File: src/rtl/config_loader.sv
// Configuration stream loader: parses SYNC/COUNT/records/CHK from a byte stream
// and drives a shared CLB config word plus a one-hot per-CLB write strobe.
module config_loader #(
  parameter int          NUM_CLB   = 16,
  parameter logic [7:0]  SYNC_BYTE = 8'hA5
) (
  input  logic               clk_i,
  input  logic               rst_ni,
  input  logic [7:0]         cfg_data_i,
  input  logic               cfg_valid_i,
  output logic               cfg_ready_o,
  output logic [22:0]        bits_o,
  output logic [NUM_CLB-1:0] wr_en_o,
  output logic               busy_o,
  output logic               done_o,
  output logic               err_o
);

  // state   | meaning
  // IDLE    | hunting for SYNC_BYTE, other bytes dropped
  // COUNT   | expecting record count
  // ADDR    | expecting record CLB address
  // D2      | expecting data byte 2 (bit 7 reserved)
  // D1      | expecting data byte 1
  // D0      | expecting data byte 0, latches bits_o
  // SETUP   | bits_o settling, no strobe
  // WRITE   | one-hot strobe to addressed CLB
  // CHECK   | expecting checksum byte
  // ERR     | one-cycle error state
  typedef enum logic [3:0] {
    IDLE, COUNT, ADDR, D2, D1, D0, SETUP, WRITE, CHECK, ERR
  } state_t;

  localparam int         AW        = (NUM_CLB > 1) ? $clog2(NUM_CLB) : 1;
  localparam logic [8:0] NUM_CLB_W = 9'(NUM_CLB);

  state_t          state;
  logic [7:0]      cnt_q;
  logic [7:0]      csum_q;
  logic [AW-1:0]   addr_q;
  logic [6:0]      d2_q;
  logic [7:0]      d1_q;
  logic            accept;

  assign accept = cfg_valid_i & cfg_ready_o;

  always_ff @(posedge clk_i or negedge rst_ni) begin
    if (!rst_ni) begin
      state       <= IDLE;
      cfg_ready_o <= 1'b0;
      bits_o      <= '0;
      wr_en_o     <= '0;
      busy_o      <= 1'b0;
      done_o      <= 1'b0;
      err_o       <= 1'b0;
      cnt_q       <= '0;
      csum_q      <= '0;
      addr_q      <= '0;
      d2_q        <= '0;
      d1_q        <= '0;
    end else begin
      done_o  <= 1'b0;
      wr_en_o <= '0;
      case (state)
        IDLE: begin
          cfg_ready_o <= 1'b1;
          busy_o      <= 1'b0;
          if (accept && cfg_data_i == SYNC_BYTE) begin
            state  <= COUNT;
            busy_o <= 1'b1;
            err_o  <= 1'b0;
            csum_q <= '0;
          end
        end
        COUNT: if (accept) begin
          csum_q <= csum_q ^ cfg_data_i;
          if (cfg_data_i == 8'd0 || {1'b0, cfg_data_i} > NUM_CLB_W) begin
            state       <= ERR;
            err_o       <= 1'b1;
            cfg_ready_o <= 1'b0;
          end else begin
            cnt_q <= cfg_data_i;
            state <= ADDR;
          end
        end
        ADDR: if (accept) begin
          csum_q <= csum_q ^ cfg_data_i;
          if ({1'b0, cfg_data_i} >= NUM_CLB_W) begin
            state       <= ERR;
            err_o       <= 1'b1;
            cfg_ready_o <= 1'b0;
          end else begin
            addr_q <= cfg_data_i[AW-1:0];
            state  <= D2;
          end
        end
        D2: if (accept) begin
          csum_q <= csum_q ^ cfg_data_i;
          if (cfg_data_i[7]) begin
            state       <= ERR;
            err_o       <= 1'b1;
            cfg_ready_o <= 1'b0;
          end else begin
            d2_q  <= cfg_data_i[6:0];
            state <= D1;
          end
        end
        D1: if (accept) begin
          csum_q <= csum_q ^ cfg_data_i;
          d1_q   <= cfg_data_i;
          state  <= D0;
        end
        D0: if (accept) begin
          csum_q      <= csum_q ^ cfg_data_i;
          bits_o      <= {d2_q, d1_q, cfg_data_i};
          cfg_ready_o <= 1'b0;
          state       <= SETUP;
        end
        SETUP: begin
          wr_en_o <= {{(NUM_CLB-1){1'b0}}, 1'b1} << addr_q;
          state   <= WRITE;
        end
        WRITE: begin
          cnt_q       <= cnt_q - 8'd1;
          cfg_ready_o <= 1'b1;
          state       <= (cnt_q == 8'd1) ? CHECK : ADDR;
        end
        CHECK: if (accept) begin
          if (cfg_data_i == csum_q) begin
            done_o <= 1'b1;
            busy_o <= 1'b0;
            state  <= IDLE;
          end else begin
            state       <= ERR;
            err_o       <= 1'b1;
            cfg_ready_o <= 1'b0;
          end
        end
        ERR: begin
          cfg_ready_o <= 1'b1;
          busy_o      <= 1'b0;
          state       <= IDLE;
        end
        default: state <= IDLE;
      endcase
    end
  end

endmodule

File: config.mk
export PLATFORM = sky130hd
export DESIGN_NAME = config_loader
export DESIGN_NICKNAME = d
export VERILOG_FILES = /design/src/rtl/config_loader.sv
export SDC_FILE = /design/constraint.sdc
export NUM_CORES = 1
export LEC_CHECK = 0
export ABC_AREA = 0
export CAP_MARGIN = 20
export CORE_ASPECT_RATIO = 1.5
export CORE_MARGIN = 2
export CORE_UTILIZATION = 35
export CTS_BUF_LIST = sky130_fd_sc_hd__clkbuf_16
export DETAILED_ROUTE_END_ITERATION = 16
export PLACE_DENSITY = 0.54
export SLEW_MARGIN = 20
export SYNTH_ARGS = -nofsm -noshare
export SYNTH_HDL_FRONTEND = slang
export SYNTH_SLANG_ARGS = --single-unit
export TNS_END_PERCENT = 10
File: constraint.sdc
create_clock -name clk_i -period 3.1 [get_ports clk_i]
set_clock_uncertainty 0.15 [all_clocks]
set_input_delay 0.62 -clock clk_i [delete_from_list [all_inputs] [get_ports clk_i]]
set_output_delay 0.62 -clock clk_i [all_outputs]
set_load 0.05 [all_outputs]
==> impl_metrics.json, run 1 <==
{
  "status": "complete, no violations",
  "first_pass_iters": 4,
  "finalPower_w": 0.00232,
  "synth-edff-count": 0,
  "cts_resized": 0,
  "die_area_um2": 11900,
  "worst_hold_path_type": "primary input to async pin",
  "ctsRootBufferMaster": "clkbuf_16",
  "syn_inst": 338,
  "min_period_over_period": 0.851,
  "numClockSinks": 82,
  "grt_use_met2": 0.272,
  "placed_area_um2": 4620,
  "worst_slack_ns": 0.462,
  "required_ns": 3.16,
  "die_x_um": 89.8,
  "power.density_nw_per_um2": 470,
  "drv_cap": 0,
  "max_freq_mhz": 379,
  "cts_setup_buffers": 0,
  "syn_to_final_growth_pct": 27.9,
  "gp_congestion": 0.908,
  "grtUsageTotal": 0.160,
  "synth_top_area_share": 0.531,
  "dp_hpwl_mm": 6.69,
  "final_area_um2": 4940,
  "synth.area.top_cells": "dfrtp_1 53%, mux2_2 13%, nor2_1 3.8%",
  "synth_area_leader_cell": "dfrtp_1",
  "ys_seq_elements": 82,
  "max_stage_delay_ns": 0.67,
  "dieHeight_um": 133,
  "worstSetupPathType": "flip-flop to flip-flop",
  "holdWs_ns": 0.0937,
  "io_buffer_count": 53,
  "seqPwrFrac": 0.461,
  "yosys_most_used_dff": "dfrtp_1",
  "combPwrFrac": 0.035,
  "syn-cell-area_um2": 3860,
  "path_clk_slew_ns": 0.06,
  "antenna_found_initial": 0,
  "postSynthAreaPerCell_um2": 11.4,
  "numCtsBuffers": 9,
  "cts_max_level": 3,
  "peakVddDrop_mv": 0.281,
  "worstPathCellList": "or4_1, a31oi_1, a211o_1, or2_1, o21ai_1",
  "drive_above_1_share": 0.231,
  "gr-usage-met1": 0.195,
  "grt_pass1_wl_mm": 15.1,
  "fin_nets": 411,
  "ant_nets": 0,
  "use_met3": 0.0342,
  "synthArstFlopShare": 1.00,
  "cts_hold_buf": 0,
  "first_iter_violations": 210,
  "top_usage_layer": "met2",
  "insertion_delay_ns": 0.34,
  "worstSetupEndpointType": "flip-flop",
  "totalWireLength_mm": 9.14,
  "r2r_slack_ns": 0.46,
  "tns_ns": 0,
  "hold_viol_final": 0,
  "grt-ovfl-total": 0,
  "synth_cell_types": 57,
  "switching_share": 0.219,
  "worstReg2RegEnd": "csum_q[2]$_DFFE_PN0P_",
  "final_common_cell": "dfrtp_1",
  "first_global_vias": 2837,
  "via_per_inst": 5.12,
  "crit_arrival_ns": 2.70,
  "nFillCells": 1036,
  "place_ws_ns": 0.110,
  "drc_errors": 0,
  "grt_max_degree": 41,
  "avgRoutedWirePerCell_um": 16.6,
  "ys_seq_area_frac": 0.531,
  "max_slew_margin": 0.628,
  "critPathLaunch": "state[2]$_DFFE_PN0P_",
  "pin_count": 54,
  "cts_tree": "done",
  "dr_total_vias": 2815,
  "reg2reg_from": "state[2]$_DFFE_PN0P_",
  "synth_warnings": 0,
  "power_switching_w": 0.000509,
  "most-common-layout-cells": "82 x dfrtp_1, 52 x clkdlybuf4s50_1, 43 x mux2_2",
  "p_clk_frac": 0.504,
  "rsz0062_at_grt": "false",
  "endpoint": "csum_q[2]$_DFFE_PN0P_",
  "start_util": 0.355,
  "start_kind": "flip-flop",
  "core_um2": 10900,
  "synth_nets": 351,
  "finalCriticalPeriod_ns": 2.64,
  "cts.path.max_buffers": 2,
  "diodes": 0,
  "cpMaxStageDelayCell": "or4_1",
  "worst_slew_pin_slew_ns": 0.542,
  "ff2ff_path_depth": 5,
  "p_leak_nw": 2.22,
  "cp_max_fo": 14,
  "rows": 47,
  "p_int_w": 0.00181,
  "setup_viol": 0,
  "finalMaxSlewViolations": 0
}
logic make-up after synthesis:
kind of cell,share of synthesized area
AND/OR/NAND/NOR,0.161
flip-flops,0.531
AO/OA/AOI/OAI,0.109
XOR/XNOR,0.0227
buffers and inverters,0.0340
multiplexers,0.136
adder cells (fa/ha/maj),0.00648
synth_stat cells (2+ instances only):
cell      count
a21oi_1      10
a31oi_1       2
buf_2         9
buf_6         2
clkbuf_1      9
dfrtp_1      82
ha_1          2
inv_1         5
mux2_2       43
mux2i_1       4
nand2_1      11
nand2b_1     12
nand3_1       8
nand3b_1      2
nor2_1       39
nor3_1       10
nor3_2        2
nor4_1        4
nor4_2        2
nor4b_1       2
o211ai_1      3
o21ai_0      17
o21ai_1       7
o21bai_1      2
o31ai_4       3
o32a_1        2
or2_1         2
or3_1         3
or4_1         3
xor2_1        9
power by group through the flow:
| stage | Sequential (W) | Combinational (W) | Clock (W) |
|---|---|---|---|
| detailed placement | 0.00109 | 0.0000836 | 0 |
| global route | 0.00107 | 0.0000914 | 0.00124 |
| CTS | 0.00107 | 0.0000839 | 0.00119 |
| global placement | 0.00109 | 0.0000840 | 0 |
| finish | 0.00107 | 0.0000817 | 0.00117 |
| floorplan | 0.00109 | 0.0000289 | 0 |
worst min-delay path by stage:
| stage | to | from | cells after the start |
|---|---|---|---|
| 2_1_floorplan | addr_q[0]$_DFFE_PN0P_ | rst_ni | 0 |
| 3_3_place_gp | cnt_q[7]$_DFFE_PN0P_ | cnt_q[7]$_DFFE_PN0P_ | 1 |
| 3_5_place_dp | cnt_q[7]$_DFFE_PN0P_ | cnt_q[7]$_DFFE_PN0P_ | 1 |
| 4_1_cts | d2_q[2]$_DFFE_PN0P_ | rst_ni | 1 |
| 5_1_grt | bits_o[18]$_DFFE_PN0P_ | rst_ni | 1 |
| 6_report | bits_o[18]$_DFFE_PN0P_ | rst_ni | 1 |
metrics by stage:
| step | std cells | utilization |
|---|---|---|
| finish | 550 | 0.454 |
| global route | 550 | 0.454 |
| CTS | 550 | 0.454 |
| detailed placement | 534 | 0.424 |
| global placement | 534 | 0.424 |
| floorplan | 338 | - |
sequential cells by signal (all words and copies together) (netlist names):
register     flops
addr_q           4
wr_en_o         16
err_o            1
csum_q           8
busy_o           1
cnt_q            8
done_o           1
bits_o          23
d2_q             7
d1_q             8
state            4
cfg_ready_o      1
worst max-delay path, delay by kind of cell, from the launching register on:
| kind | cells | cell delay [ns] |
|---|---|---|
| and+or+nand+nor | 2 | 1.09 |
| AOI/OAI and AO/OA | 3 | 0.71 |
| DFF | 1 | 0.56 |
routing by layer:
metal  wire length, um  part of all wire  vias to the layer above
met5                 0                 0                        -
met1              3870              0.42                     1393
met3               339             0.037                       24
met4               292             0.032                        0
li1                  -                 -                     1325
met2              4640              0.51                       73
layout make-up:
class                           count  area [um2]  area share
Clock buffer                        9         225      0.0456
Multi-Input combinational cell    229        1690       0.341
Timing Repair Buffer               71         676       0.137
Inverter                            5        18.8     0.00380
Clock inverter                      7        98.8      0.0200
Tap cell                          147         184      0.0372
Sequential cell                    82        2050       0.415
(Power assumes the default switching activity.)
==> inputs of run 2 (changes only) <==
--- a/config.mk
+++ b/config.mk
@@ -11,6 +11,7 @@
 export CORE_MARGIN = 2
 export CORE_UTILIZATION = 35
 export CTS_BUF_LIST = sky130_fd_sc_hd__clkbuf_16
+export CTS_CLUSTER_DIAMETER = 200
 export DETAILED_ROUTE_END_ITERATION = 16
 export PLACE_DENSITY = 0.54
 export SLEW_MARGIN = 20
==> results of run 2 <==
No change in the layout: final DEF, timing and power equal those of run 1.
==> inputs of run 3 (changes only) <==
--- a/config.mk
+++ b/config.mk
@@ -5,15 +5,16 @@
 export SDC_FILE = /design/constraint.sdc
 export NUM_CORES = 1
 export LEC_CHECK = 0
-export ABC_AREA = 0
 export CAP_MARGIN = 20
+export CELL_PAD_IN_SITES_DETAIL_PLACEMENT = 1
+export CELL_PAD_IN_SITES_GLOBAL_PLACEMENT = 1
 export CORE_ASPECT_RATIO = 1.5
 export CORE_MARGIN = 2
 export CORE_UTILIZATION = 35
 export CTS_BUF_LIST = sky130_fd_sc_hd__clkbuf_16
 export CTS_CLUSTER_DIAMETER = 200
 export DETAILED_ROUTE_END_ITERATION = 16
-export PLACE_DENSITY = 0.54
+export PLACE_DENSITY = 0.66
 export SLEW_MARGIN = 20
 export SYNTH_ARGS = -nofsm -noshare
 export SYNTH_HDL_FRONTEND = slang
==> run 3 against run 2 <==
- worst hold slack gained 0.019 ns
- clock-buffer cell count unchanged
- cell area is essentially flat
- wire length increased by 12%
- via count increased by 1.6%
- non-clock buffer count grew 2
- maximum frequency barely moved
- cell count is 0.36% higher
- first-iteration DRC count fell by 20%
- critical path type unchanged
- largest cell class unchanged
- highest routed layer unchanged
==> impl_metrics.json, run 3 (synthesized netlist as in run 1, its figures left out) <==
{
  "finalCriticalPeriod_ns": 2.64,
  "first_pass_iters": 4,
  "start_kind": "flip-flop",
  "most-common-layout-cells": "82 x dfrtp_1, 52 x clkdlybuf4s50_1, 43 x mux2_2",
  "nFillCells": 1176,
  "holdWs_ns": 0.113,
  "drc_errors": 0,
  "cts_max_level": 3,
  "antenna_found_initial": 0,
  "seqPwrFrac": 0.482,
  "drive_above_1_share": 0.230,
  "ant_nets": 0,
  "cts.path.max_buffers": 2,
  "start_util": 0.355,
  "cp_top_family": "simple AND/OR/NAND/NOR gates",
  "core_um2": 10900,
  "first_global_vias": 3106,
  "p_clk_frac": 0.479,
  "grt-ovfl-total": 0,
  "p_int_w": 0.00172,
  "final_core_util": 0.454,
  "fin_nets": 413,
  "max_freq_mhz": 379,
  "worstPathCellList": "or4_1, a31oi_1, a211o_1, or2_1, o21ai_1",
  "path_clk_slew_ns": 0.06,
  "p_leak_nw": 2.21,
  "rows": 47,
  "max_slew_margin": 0.613,
  "io_buffer_count": 53,
  "max_stage_delay_ns": 0.66,
  "die_x_um": 89.8,
  "cts_tree": "done",
  "top_register": "bits_o",
  "power.density_nw_per_um2": 450,
  "via_per_inst": 5.18,
  "cpMaxStageDelayCell": "or4_1",
  "finalPower_w": 0.00222,
  "place_inst": 536,
  "worstSetupEndpointType": "flip-flop",
  "avgRoutedWirePerCell_um": 18.5,
  "multi_input_area_um2": 1690,
  "die_area_um2": 11900,
  "hold_viol_final": 0,
  "grt_pass1_wl_mm": 17.0,
  "worst_hold_path_type": "primary input to async pin",
  "worst_slew_pin_slew_ns": 0.578,
  "grt_max_degree": 44,
  "tns_ns": 0,
  "worstSetupPathType": "flip-flop to flip-flop",
  "dp_hpwl_mm": 7.36,
  "numCtsBuffers": 9,
  "totalWireLength_mm": 10.2,
  "cts_setup_buffers": 0,
  "required_ns": 3.16,
  "power_switching_w": 0.000497,
  "stdcell_count": 552,
  "syn_to_final_growth_pct": 27.8,
  "largest_register_ffs": 23,
  "diodes": 0,
  "finalMaxSlewViolations": 0,
  "pin_count": 54,
  "numClockSinks": 82,
  "final_common_cell": "dfrtp_1",
  "rsz0062_at_grt": "false",
  "critPathBufInv": 0,
  "drv_cap": 0,
  "setup_viol": 0,
  "first_iter_violations": 168,
  "min_period_over_period": 0.852,
  "status": "complete, no violations",
  "insertion_delay_ns": 0.34,
  "grtUsageTotal": 0.182,
  "cts_hold_buf": 0,
  "gp_congestion": 0.841,
  "peakVddDrop_mv": 0.292,
  "cp_max_fo": 14,
  "ctsRootBufferMaster": "clkbuf_16",
  "combPwrFrac": 0.039,
  "dr_total_vias": 2860,
  "top_regs": "bits_o (23), wr_en_o (16)",
  "cts_resized": 0,
  "dieHeight_um": 133,
  "register_area_um2": 2050,
  "crit_arrival_ns": 2.70,
  "switching_share": 0.224
}
[run 3: cell count changes in the layout (fill, tap and decap cells not counted), sizes merged]
cell	change
buf	+2
bufinv	-1
clkinv	+1
clkinvlp	+1
inv	-1
[run 3: power by group through the flow]
stage          logic [W]  registers [W]  clock network (W)
6_report       0.0000873        0.00107            0.00106
3_5_place_dp   0.0000900        0.00109                  0
2_1_floorplan  0.0000289        0.00109                  0
3_3_place_gp   0.0000883        0.00109                  0
5_1_grt        0.0000969        0.00107            0.00113
4_1_cts        0.0000905        0.00107            0.00108
[run 3: metal layers]
metal  wire [um]  global-route usage  vias up
met5           0                   0        -
met4         295              0.0769        0
met3         378              0.0399       21
met2        5430               0.322       62
met1        4100               0.213     1444
li1            -                   -     1333
[run 3: area by class of cell]
cell class / count / share of cell area
clock buffer: 9 / 0.0456
clock inverter: 7 / 0.0137
inverter: 5 / 0.00380
multi-input combinational: 229 / 0.342
sequential: 82 / 0.416
tap: 147 / 0.0373
timing repair buffer: 73 / 0.142
[run 3: worst reg2reg max path, cell delays in order (launching register included)]
cell and delay [ns]:
dfrtp_1 0.55, or4_1 0.66, a31oi_1 0.29, a211o_1 0.30, or2_1 0.43, o21ai_1 0.13
[run 3: path summary, 6_finish.rpt]
| check | startpoint | to | slack (ns) | cells past startpoint |
|---|---|---|---|---|
| setup / recovery | state[2]$_DFFE_PN0P_ | csum_q[5]$_DFFE_PN0P_ | 0.46 | 5 |
| hold / removal | rst_ni | bits_o[20]$_DFFE_PN0P_ | 0.11 | 1 |
| setup reg to reg | state[2]$_DFFE_PN0P_ | csum_q[5]$_DFFE_PN0P_ | 0.46 | 5 |
| hold reg to reg | d1_q[5]$_DFFE_PN0P_ | bits_o[13]$_DFFE_PN0P_ | 0.35 | 1 |
| max in group asynchronous | rst_ni | d2_q[2]$_DFFE_PN0P_ | 2.06 | 2 |
| min in group clk_i | d1_q[5]$_DFFE_PN0P_ | bits_o[13]$_DFFE_PN0P_ | 0.35 | 1 |
[run 3: per-stage QoR]
step	setup slack [ns]	area [um2]
floorplan	0.841	3860
global placement	0.198	4640
detailed placement	0.156	4640
CTS	0.446	4940
global route	0.294	4940
finish	0.460	4940
